**src/rtl/fp_add_arbiter.sv**
```systemverilog
// fp_add_arbiter: round-robin sharing of one external pipelined fp_add_2 among NUM_REQ requesters
// Ports: clk/reset (async, active-high); enable gates new grants only.
//   req_valid/req_ready/req_a/req_b: per-requester operand handshake, operands packed [i*W +: W].
//   add_a/add_b: registered operands to the adder; add_sign/add_exponent/add_mantissa: adder result.
//   res_valid/res_id/res_data: tagged result, ADD_LATENCY+1 cycles after the handshake.
//   busy: any op in the issue register or the tag delay line.
module fp_add_arbiter #(
  parameter int NUM_REQ = 4,
  parameter int EXPONENT_WIDTH = 8,
  parameter int MANTISSA_WIDTH = 23,
  parameter int ADD_LATENCY = 1,
  localparam int W = 1 + EXPONENT_WIDTH + MANTISSA_WIDTH,
  localparam int ID_W = NUM_REQ > 1 ? $clog2(NUM_REQ) : 1
) (
  input  logic                      clk,
  input  logic                      reset,
  input  logic                      enable,
  input  logic [NUM_REQ-1:0]        req_valid,
  output logic [NUM_REQ-1:0]        req_ready,
  input  logic [NUM_REQ*W-1:0]      req_a,
  input  logic [NUM_REQ*W-1:0]      req_b,
  output logic [W-1:0]              add_a,
  output logic [W-1:0]              add_b,
  input  logic                      add_sign,
  input  logic [EXPONENT_WIDTH-1:0] add_exponent,
  input  logic [MANTISSA_WIDTH-1:0] add_mantissa,
  output logic                      res_valid,
  output logic [ID_W-1:0]           res_id,
  output logic [W-1:0]              res_data,
  output logic                      busy
);
  logic [ID_W-1:0] last_q, last_d, gidx;
  logic found;
  logic [W-1:0] add_a_q, add_a_d, add_b_q, add_b_d;
  // index 0 is the issue stage, index ADD_LATENCY lines up with the adder output
  logic [ADD_LATENCY:0] vld_q, vld_d;
  logic [ID_W-1:0] tag_q [ADD_LATENCY+1];
  logic [ID_W-1:0] tag_d [ADD_LATENCY+1];
  // search starts one past the last grant, so the last winner is checked last
  always_comb begin
    found = 1'b0;
    gidx = last_q;
    for (int k = 1; k <= NUM_REQ; k++) begin
      if (enable && !found && req_valid[ID_W'((int'(last_q) + k) % NUM_REQ)]) begin
        found = 1'b1;
        gidx = ID_W'((int'(last_q) + k) % NUM_REQ);
      end
    end
  end
  always_comb begin
    last_d = gidx;
    add_a_d = found ? req_a[gidx*W +: W] : add_a_q;
    add_b_d = found ? req_b[gidx*W +: W] : add_b_q;
    vld_d = {vld_q[ADD_LATENCY-1:0], found};
    tag_d[0] = gidx;
    for (int k = 1; k <= ADD_LATENCY; k++) tag_d[k] = tag_q[k-1];
  end
  always_ff @(posedge clk or posedge reset) begin
    if (reset) begin
      last_q <= ID_W'(NUM_REQ - 1);
      add_a_q <= '0;
      add_b_q <= '0;
      vld_q <= '0;
      for (int k = 0; k <= ADD_LATENCY; k++) tag_q[k] <= '0;
    end else begin
      last_q <= last_d;
      add_a_q <= add_a_d;
      add_b_q <= add_b_d;
      vld_q <= vld_d;
      for (int k = 0; k <= ADD_LATENCY; k++) tag_q[k] <= tag_d[k];
    end
  end
  assign req_ready = NUM_REQ'(found) << gidx;
  assign add_a = add_a_q;
  assign add_b = add_b_q;
  assign res_valid = vld_q[ADD_LATENCY];
  assign res_id = tag_q[ADD_LATENCY];
  assign res_data = {add_sign, add_exponent, add_mantissa};
  assign busy = |vld_q;
endmodule

```
**config.mk**
```make
export PLATFORM = sky130hd
export DESIGN_NAME = fp_add_arbiter
export DESIGN_NICKNAME = d
export VERILOG_FILES = /design/src/rtl/fp_add_arbiter.sv
export SDC_FILE = /design/constraint.sdc
export NUM_CORES = 1
export LEC_CHECK = 0
export CAP_MARGIN = 0
export CORE_AREA = 5 5 152 154
export CTS_BUF_LIST = sky130_fd_sc_hd__clkbuf_16
export CTS_CLUSTER_SIZE = 24
export DETAILED_ROUTE_END_ITERATION = 8
export DIE_AREA = 0 0 157 159
export PLACE_DENSITY_LB_ADDON = 0.15
export SLEW_MARGIN = 40
export SYNTH_ARGS = -nofsm -noshare
export SYNTH_HDL_FRONTEND = slang
export SYNTH_SLANG_ARGS = --single-unit
```
**constraint.sdc**
```tcl
create_clock -name clk -period 6.35 [get_ports clk]
set_input_delay 1.27 -clock clk [delete_from_list [all_inputs] [get_ports clk]]
set_output_delay 1.27 -clock clk [all_outputs]
set_load 0.005 [all_outputs]
```
# Yosys cells after proc, flatten, opt, wreduce, memory -nomap -nowiden
# Cells that the tools add are included.
# op_classes
n_addsub	4
order_cmp	4
n_shift	3
mux	20
n_reduce_logical	11
# ops
op	n
$shiftx 128x8->32	2
$lt 2x4->1 const B	4
$mux 1	12
$bmux 1 s2	4
$mux 2	4
$logic_and 1x1->1	7
$add 2x1->2 const B	2
$add 2x2->2 const B	2
$shl 1x2->4	1
$logic_not 1->1	3
$reduce_or 2->1	1
# totals
ff_bits	72
inputBits	295

# Depth between registers and ports, before layout
# logic_depth
ltp_word	19
ltp_mapped	8
mapped_depth_nobuf	5

# Worst setup path after synthesis
# Ideal clock, no wire load.
# synth_path
kind	in2out
from	in req_valid[2]
to	out req_ready[1]
arrival_time_ns	2.347
required_time_ns	5.080
slack_ns	2.733
stages	6
cell_sequence	nand2b_1 -> a21oi_1 -> or4_4 -> a21o_1 -> clkbuf_1 -> nor2_1
# synth_via
elab_chain_cells	18
elab_cells_between_ends	31
# synth_lines
element	line	rtl
start, declared	18	input logic [NUM_REQ-1:0] req_valid,
$bmux 1 s2	44	if (enable && !found && req_valid[ID_W'((int'(last_q) + k) % NUM_REQ)]) begin
$mux 1 (implied by the code) (2 in a row)	44	
$logic_and 1x1->1	44	
$mux 1	44	
$logic_not 1->1	44	
$logic_and 1x1->1 (2 in a row)	44	
$mux 1	44	
$logic_not 1->1	44	
$logic_and 1x1->1 (2 in a row)	44	
$mux 1	44	
$logic_not 1->1	44	
$logic_and 1x1->1 (2 in a row)	44	
$mux 1 or $mux 2 (tied branches)	44	
$shl 1x2->4 (*)	73	assign req_ready = NUM_REQ'(found) << gidx;
end, declared	19	output logic [NUM_REQ-1:0] req_ready,
# Every way passes the cells marked *; elsewhere a longest branch is shown, timed or not. The select of a mux whose other input is x is not followed.

# Worst setup path after layout
# layout_path
from	in req_valid[3]
to	out req_ready[0]
# layout_via
elab_chain_cells	18
elab_cells_between_ends	31
# layout_lines
element	line	rtl
$bmux 1 s2	44	
$mux 1 (implied by the code) (2 in a row)	44	
$logic_and 1x1->1	44	
$mux 1	44	
$logic_not 1->1	44	
$logic_and 1x1->1 (2 in a row)	44	
$mux 1	44	
$logic_not 1->1	44	
$logic_and 1x1->1 (2 in a row)	44	
$mux 1	44	
$logic_not 1->1	44	
$logic_and 1x1->1 (2 in a row)	44	
$mux 1 (*)	44	
via found	33	logic found;
$shl 1x2->4 (*)	73	
# Mark *: on every way through the listed nets, which the timed path passes. The rest lies on a longest branch. The select of a mux whose other input is x is not followed.

==> metrics <==
Die Height 159 um; Arrival @ worst endpoint 3840 ps; Area Growth Syn to Fin 75.2%; Post-layout nets 1003; Post-CTS Resized 0; Hold Buf Count CTS 0; Slew Limit Headroom 47.6%; post-route cell area 8350 um2; crit path max fanout 35; Hold WC Path Type register to register; max cap viols 0; largest net degree at the start of global routing 73; Post-CTS Setup Repair Bufs 0; DRC 0; DP Wirelength 14.5 mm; maximum clock insertion buffer count 2; CORE AREA 21600 um2; fillers 2115; Slew @ Worst Pin 787 ps; Place WS 1160 ps; Setup crit end kind primary output; power density over the cells 351 nW/um2; # setup viols final 0; DP Area 8080 um2; # IOs 399; Hold Vio Cnt, Final 0; Synth top area share 36.8%; area leader, netlist dfrtp_1; Clk Tree Root Cell clkbuf_16; type of the worst setup path primary input to primary output; drt wl/cell 17.9 um; DRT iter0 DRCs 107; Via density 4.48; Yosys cell types 26; vias in the first global route 4796; die area 25000 um2; drt first pass iters 4; Synth warnings 0; Mapped Cells 423; Worst Clk Skew 4.35 ps; # H-tree levels 3; initial antenna violation count 0; port bufs 334; leak pwr 0.00336 uW; placer congestion estimate 0.829; Required @ worst endpoint 5080 ps; Synth Area per Inst 11.3 um2; Tot GR Track Use 13.6%; initial core utilization 22.1%; status completed; TritonCTS buffer count 9; dominant synthesized flop cell dfrtp_1; Clk pin slew, worst setup/hold paths 60 ps; setup ws final 1240 ps; Peak supply drop 0.128 mV; total power 2930 uW; CTS tree built; global route total overflow 0; max-slew violation count 0; share of cells above drive strength 1 9.96%; DRT antenna net count 0; Post-synth EDFFs 0; vias 4453; WL final 17.8 mm; Cell Rows 54; Die W 157 um; TNS Setup 0 ps; clk sinks 72; fmax 196 MHz; diode count 0; Syn Nets 718; FFs w/ async S/R, synth 100%; count of state elements after synthesis 72; RSZ-0062 raised after global routing no; sequential cell area fraction in the yosys report 37.9%; largest cells by area after synthesis dfrtp_1 (37%), mux2i_1 (27%), o221ai_2 (13%); first-pass GRT wire length 26.7 mm; crit path launch type primary input; min cycle time layout 5110 ps; Mapped Area 4770 um2; clk_lat worst skew 330 ps; fin crit share 80.5%
==> cell usage after synthesis, types with 2 or more instances <==
cell type / number
dfstp_2: 2
inv_1: 2
nor2b_1: 4
mux2i_1: 128
o221ai_2: 40
o221ai_1: 24
clkbuf_1: 9
nand2_1: 66
nor2_1: 4
buf_4: 44
buf_2: 9
dfrtp_1: 70
buf_6: 5
a21o_1: 2
a21oi_1: 2
nand2b_1: 2
==> registers in the layout, indices dropped and copies added (netlist names) <==
signal / flops
tag_d: 2
add_a: 32
last_q: 2
vld_q: 2
res_id: 2
add_b: 32
==> where the power goes <==
group / internal (uW) / leakage [uW] / switching [uW]
sequential: 686 / 0.000879 / 130
clock: 260 / 0.000128 / 197
combinational: 937 / 0.00236 / 721
total: 1880 / 0.00336 / 1050
==> critical path: stages <==
cell and delay (ps):
clkdlybuf4s50_1 550, nor2_1 100, a21o_2 440, inv_1 210, nand3_4 460, nor2_1 250, clkdlybuf4s50_1 540
==> cells in the final DEF (no fill, tap or decap) <==
cell type | netlist | final
nand3b_1 | 1 | 1
a21o_4 | 0 | 1
mux2i_1 | 128 | 128
o21ai_1 | 1 | 1
nand2_1 | 66 | 66
a21oi_1 | 2 | 2
dfrtp_1 | 70 | 70
and3b_1 | 1 | 1
nand2b_1 | 2 | 2
or4_4 | 1 | 1
buf_6 | 5 | 2
clkbuf_16 | 0 | 9
o31ai_1 | 1 | 1
nor2b_1 | 4 | 4
a21o_2 | 0 | 1
or2_2 | 1 | 1
clkinv_4 | 0 | 1
o221ai_2 | 40 | 40
o41ai_2 | 0 | 1
o221ai_1 | 24 | 24
inv_2 | 1 | 1
clkdlybuf4s50_1 | 0 | 334
dfstp_2 | 2 | 2
clkinv_2 | 0 | 2
inv_1 | 2 | 2
buf_4 | 44 | 6
nor2_1 | 4 | 4
clkinv_1 | 0 | 2
clkinvlp_4 | 0 | 2
nand3_4 | 0 | 1
==> metrics by stage <==
step                hold WS [ps]  std cells  util [%]
finish                       352        993      38.7
global route                 366        993      38.7
CTS                          354        993      38.7
detailed placement           340        977      37.5
global placement             337        977      37.5
floorplan                    331        423         -
==> cell families (layout without fill, tap and decap cells) <==
family	count (synthesis)	count (layout)	synth area share [%]
muxes	128	128	26.9
and+or+nand+nor	81	81	7.11
DFF	72	72	37.9
AOI/OAI and AO/OA	71	71	18.0
buffers and inverters	71	361	10.2
==> area by class of cell <==
| type | count | area [um2] | area share (%) |
|---|---|---|---|
| inverters | 3 | 12.5 | 0.150 |
| multi-input cells | 280 | 2510 | 30.0 |
| clock inverters | 7 | 40.0 | 0.480 |
| repair buffers | 342 | 3410 | 40.9 |
| clock buffers | 9 | 225 | 2.70 |
| well taps | 280 | 350 | 4.20 |
| flip-flops and latches | 72 | 1800 | 21.6 |
==> path summary, 6_finish.rpt <==
check / cells past startpoint / start / slack, ps / endpoint
setup reg to reg: 6 / last_q[0] / 3400 / add_b[29]
hold / removal: 0 / tag_d[0] / 350 / res_id[0]
max in group asynchronous: 3 / reset / 4450 / add_b[18]
setup / recovery: 7 / req_valid[3] / 1240 / req_ready[0]
min in group asynchronous: 3 / reset / 1430 / add_a[25]
hold reg to reg: 0 / tag_d[0] / 350 / res_id[0]
==> layer usage <==
metal | vias up | wire length (um) | track usage [%]
met4 | 0 | 307 | 3.75
met1 | 2097 | 6400 | 14.4
met2 | 207 | 9300 | 24.8
met3 | 21 | 1790 | 5.16
li1 | 2128 | - | -
met5 | - | 0 | 0
Note: power is estimated with default switching activity, not from simulation.
